$ cat config.mk
export PLATFORM = sky130hd
export DESIGN_NAME = smiley_hit_edge_detector
export DESIGN_NICKNAME = d
export VERILOG_FILES = /design/src/rtl/smiley_hit_edge_detector.sv
export SDC_FILE = /design/constraint.sdc
export NUM_CORES = 1
export LEC_CHECK = 0
export ABC_CLOCK_PERIOD_IN_PS = 2800
export CAP_MARGIN = 20
export CORE_ASPECT_RATIO = 1.1
export CORE_MARGIN = 1
export CORE_UTILIZATION = 40
export DETAILED_ROUTE_END_ITERATION = 7
export GPL_TIMING_DRIVEN = 0
export PLACE_DENSITY_LB_ADDON = 0.08
export SYNTH_ARGS = -nofsm -noshare
export SYNTH_HDL_FRONTEND = slang
export SYNTH_SLANG_ARGS = --single-unit
$ cat constraint.sdc
create_clock -name clk -period 2.8 [get_ports clk]
set_input_delay 0.56 -clock clk [delete_from_list [all_inputs] [get_ports clk]]
set_output_delay 0.56 -clock clk [all_outputs]
set_load 0.005 [all_outputs]
$ cat src/rtl/smiley_hit_edge_detector.sv
// smiley_hit_edge_detector
//   Finds pixels where the smiley and an obstacle are drawn together and
//   classifies each one by the smiley edge band it falls in. The edge codes
//   are ORed over a frame and reported once, at the next frame boundary.
//   After a report, a cooldown of whole frames stops the mover from
//   negating a speed twice for the same contact.
//
//   State table:
//     ARMED    | idle, waiting for the first overlapping pixel of a frame
//     HIT_SEEN | overlap seen this frame, accumulating edge codes
//     REPORT   | single cycle: collision pulse, count update, clear acc
//     COOLDOWN | overlaps ignored until the cooldown frames have elapsed
//
// Ports
//   clk            system clock
//   resetN         asynchronous active-low reset
//   startOfFrame   one-cycle pulse per frame
//   pixelX/pixelY  current scan position, unsigned
//   topLeftX/Y     smiley top-left corner, signed
//   smileyDR       smiley drawing request at the scan position
//   obstacleDR     brick/border drawing request at the scan position
//   collision      one-cycle pulse per reported frame
//   HitEdgeCode    {Left, Top, Right, Bottom}, held between reports
//   collisionCount reports since reset, saturating at 255
module smiley_hit_edge_detector #(
  parameter int OBJECT_WIDTH    = 64,
  parameter int OBJECT_HEIGHT   = 64,
  parameter int EDGE_MARGIN     = 4,
  parameter int COOLDOWN_FRAMES = 2
) (
  input  logic        clk,
  input  logic        resetN,
  input  logic        startOfFrame,
  input  logic [10:0] pixelX,
  input  logic [10:0] pixelY,
  input  logic [10:0] topLeftX,
  input  logic [10:0] topLeftY,
  input  logic        smileyDR,
  input  logic        obstacleDR,
  output logic        collision,
  output logic [3:0]  HitEdgeCode,
  output logic [7:0]  collisionCount
);

  localparam int CNT_W = (COOLDOWN_FRAMES > 1) ? $clog2(COOLDOWN_FRAMES + 1) : 1;

  localparam logic signed [11:0] ZERO   = '0;
  localparam logic signed [11:0] MARGIN = 12'(EDGE_MARGIN);
  localparam logic signed [11:0] R_LO   = 12'(OBJECT_WIDTH - EDGE_MARGIN);
  localparam logic signed [11:0] R_HI   = 12'(OBJECT_WIDTH);
  localparam logic signed [11:0] B_LO   = 12'(OBJECT_HEIGHT - EDGE_MARGIN);
  localparam logic signed [11:0] B_HI   = 12'(OBJECT_HEIGHT);

  typedef enum logic [1:0] {
    ARMED    = 2'd0,
    HIT_SEEN = 2'd1,
    REPORT   = 2'd2,
    COOLDOWN = 2'd3
  } state_t;

  // ---------------- stage 1: offset and edge classification ----------------
  logic signed [11:0] off_x;
  logic signed [11:0] off_y;
  logic [3:0]         code_d;
  logic [3:0]         code_q;
  logic               overlap_q;

  // pixel is zero-extended, top-left is sign-extended
  assign off_x = $signed({1'b0, pixelX}) - $signed({topLeftX[10], topLeftX});
  assign off_y = $signed({1'b0, pixelY}) - $signed({topLeftY[10], topLeftY});

  always_comb begin
    code_d    = 4'b0000;
    code_d[3] = (off_x >= ZERO) && (off_x < MARGIN);
    code_d[2] = (off_y >= ZERO) && (off_y < MARGIN);
    code_d[1] = (off_x >= R_LO) && (off_x < R_HI);
    code_d[0] = (off_y >= B_LO) && (off_y < B_HI);
  end

  always_ff @(posedge clk or negedge resetN) begin
    if (!resetN) begin
      overlap_q <= 1'b0;
      code_q    <= 4'b0000;
    end else begin
      // masking at the frame pulse keeps the frame boundary unambiguous
      overlap_q <= smileyDR & obstacleDR & ~startOfFrame;
      code_q    <= code_d;
    end
  end

  // ---------------- stage 2: per-frame report FSM ----------------
  state_t     state, state_next;
  logic [3:0] acc, acc_next;
  logic [3:0] code_hold_next;
  logic [7:0] count_next;
  logic [CNT_W-1:0] cnt, cnt_next;

  always_ff @(posedge clk or negedge resetN) begin
    if (!resetN) begin
      state          <= ARMED;
      acc            <= 4'b0000;
      HitEdgeCode    <= 4'b0000;
      collisionCount <= 8'd0;
      cnt            <= '0;
    end else begin
      state          <= state_next;
      acc            <= acc_next;
      HitEdgeCode    <= code_hold_next;
      collisionCount <= count_next;
      cnt            <= cnt_next;
    end
  end

  always_comb begin
    state_next     = state;
    acc_next       = acc;
    code_hold_next = HitEdgeCode;
    count_next     = collisionCount;
    cnt_next       = cnt;
    case (state)
      ARMED: begin
        if (overlap_q) begin
          state_next = HIT_SEEN;
          acc_next   = code_q;
        end
      end
      HIT_SEEN: begin
        // the last pixel of the frame may land together with the frame pulse
        if (overlap_q) acc_next = acc | code_q;
        if (startOfFrame) begin
          state_next     = REPORT;
          code_hold_next = overlap_q ? (acc | code_q) : acc;
        end
      end
      REPORT: begin
        acc_next = 4'b0000;
        if (collisionCount != 8'hFF) count_next = collisionCount + 8'd1;
        if (COOLDOWN_FRAMES > 0) begin
          state_next = COOLDOWN;
          cnt_next   = CNT_W'(COOLDOWN_FRAMES);
        end else begin
          state_next = ARMED;
        end
      end
      COOLDOWN: begin
        acc_next = 4'b0000;
        if (startOfFrame) begin
          if (cnt == CNT_W'(1)) begin
            state_next = ARMED;
            cnt_next   = '0;
          end else begin
            cnt_next = cnt - CNT_W'(1);
          end
        end
      end
      default: state_next = ARMED;
    endcase
  end

  assign collision = (state == REPORT);

endmodule

==> results.toml <==
[run_status]
run_status = "complete, no violations"

[synth]
synth_fa_ha_area_share_pct = 15.6
postSynthCellCount = 283
synth_top_family_by_area = "simple AND/OR/NAND/NOR gates"
synth_ff_type = "dfrtp_1"
synth_area_mm2 = 0.00232
synth-edff-count = 0
synth-simple-area-share_pct = 22.6
yosys_warnings = 0
synth-compound-area-share_pct = 22.2
async_reset_ff_share_pct = 100
synth-seq-cells = 25
muxShareOfSynthArea_pct = 0.484
synth.distinct_cells = 51
yosys.area_share.xor_xnor_pct = 4.90
syn_nets = 361
syn_avg_cell_area_um2 = 8.21
ys_seq_area_share_pct = 26.9

[floorplan]
start_util_pct = 42.3
fp-row-count = 28
die_h_um = 82.0
num_io_pins = 62
core_area_mm2 = 0.00550
die_w_um = 74.7
die_area_mm2 = 0.00612

[layout]
final_common_cell = "clkdlybuf4s50_1"
final_cell_mix = "clkdlybuf4s50_1 (61), inv_1 (39), ha_1 (29)"
area_growth_pct = 33.7
final_util_pct = 56.5
drive_gt1_share_pct = 5.44
diodes = 0
final_cells = 424
stdcell_area_mm2 = 0.00311
fin_nets = 428

[clock_tree]
cts_tree = "done"
cts.repair.resized = 0
clk_latency_ns = 0.26
cts.path.max_buffers = 2
clk_pin_slew_ns = 0.08
postCtsSetupBuffers = 0
root_buffer = "clkbuf_8"
clock_sinks = 25
htree_levels = 1
cts_hold_buffers = 0
cts_buffers = 3

[sta]
finClkSkew_ns = 0.00169
setup_violations = 0
fin_crit_sh_pct = 92.6
slew_viol_final = 0
fin_setup_tns_ns = 0
max_slew_margin_pct = 57.3
rsz0062_at_grt = "no"
fmax_mhz = 385
worst_pin_slew_ns = 0.633
hold_viol_final = 0
final.setup.worst_slack_ns = 0.206
final.min_clock_period_ns = 2.59
hold_ws_ns = 0.494

[global_routing]
grt_pass1_vias = 2070
grt_usage_pct = 17.4
overflow = 0
grt_max_degree = 21
grt_pass1_wl_mm = 8.59
antenna_found_initial = 0

[route]
wl_mm = 4.82
final_antenna_net_count = 0
first_pass_iters = 4
drc = 0
wire_per_inst_um = 11.4
vias_per_cell = 5.24
vias = 2220
dr.first_iter.drc_count = 111

[placement]
placed_cell_area_mm2 = 0.00306
dp.cells = 420
dp_hpwl_mm = 3.97
globalplace.congestion = 0.849
portBuffers = 61
dp_slack_ns = -0.184

[power]
vdd_drop_max_mv = 0.212
finalPower_mw = 1.43
p_per_area_mw_per_mm2 = 460
p_leak_nw = 1.43

[flow_run]
drv_cap = 0

[critical_path]
required_ns = 2.94
cp.arrival_ns = 2.73
startpoint_type = "input pin"
criticalPathCategory = "in -> reg"
critPathCaptureType = "flip-flop"
cp_max_fo = 5

[min_path]
hold_class = "reg -> reg"
## logic make-up after synthesis
family / Yosys count
compound gates: 79
xor+xnor: 13
fa+ha+maj: 29
buf+inv: 43
flops: 25
mux: 1
simple gates: 93
## worst max-delay path, stage by stage
cell	delay, ns
clkdlybuf4s50_1	0.45
inv_1	0.04
ha_1	0.33
a21o_1	0.18
a21oi_1	0.26
nand2_1	0.18
a32o_1	0.28
a211oi_1	0.35
nor4_1	0.11
## path summary, 6_finish.rpt
kind,slack (ns),end,cells past startpoint,start
worst max register to register,1.02,collisionCount[5],6,collisionCount[0]
worst max-delay path,0.21,code_q[1],9,topLeftX[3]
worst min-delay path,0.49,HitEdgeCode[3],2,HitEdgeCode[3]
worst min register to register,0.49,HitEdgeCode[3],2,HitEdgeCode[3]
min in group asynchronous,0.58,collisionCount[5],1,resetN
max in group asynchronous,1.80,HitEdgeCode[2],2,resetN
## metal layers
metal,routed length [um],GRT usage (%),vias to the layer above
met5,0,0,-
met3,186,2.09,4
li1,-,-,1152
met2,2270,29.5,55
met1,2300,22.7,1009
met4,63,5.66,0
## cell type report
type | instances | area (um2)
sequential | 25 | 626
inverter | 39 | 146
buffer | 4 | 25.0
timing repair buffer | 62 | 638
tap | 75 | 93.8
clock buffer | 4 | 45.0
multi-input combinational | 215 | 1530
fill | 525 | 2390
## sequential cells by signal (all words and copies together), names as in the netlist
register / cells
HitEdgeCode: 4
code_q: 4
acc: 4
collisionCount: 8
overlap_q: 1
cnt: 2
state: 2
## Yosys cell counts, types with 2 or more instances
cell / instances / area share [%]
or3_1: 3 / 0.81
buf_2: 2 / 0.43
a21oi_1: 18 / 3.9
o211ai_1: 3 / 0.97
a31oi_1: 5 / 1.3
nor4b_2: 2 / 1.3
o21ai_0: 22 / 4.7
nor2_1: 9 / 1.5
and3_1: 5 / 1.3
nor2b_1: 8 / 2.2
or2_2: 2 / 0.54
a211o_1: 2 / 0.75
o31ai_1: 2 / 0.65
inv_1: 39 / 6.3
ha_1: 29 / 16
o21a_1: 2 / 0.65
nor4_1: 2 / 0.54
xor2_1: 4 / 1.5
o2111ai_1: 2 / 0.75
xnor2_1: 9 / 3.4
a211oi_1: 6 / 1.9
and4_1: 2 / 0.75
nand3_1: 9 / 1.9
nand4_1: 5 / 1.3
a21o_1: 4 / 1.3
a32o_1: 2 / 0.86
dfrtp_1: 25 / 27
or4_1: 2 / 0.65
nor3_1: 8 / 1.7
nand2b_1: 2 / 0.54
and2_1: 2 / 0.54
a222oi_1: 3 / 1.3
nand2_1: 25 / 4.0
## report_power, final
part	switching (mW)	internal (mW)	leakage, nW
clock	0.106	0.102	0.0228
combinational	0.360	0.370	1.07
sequential	0.0666	0.425	0.331
Power figures use the tool's default switching activity.
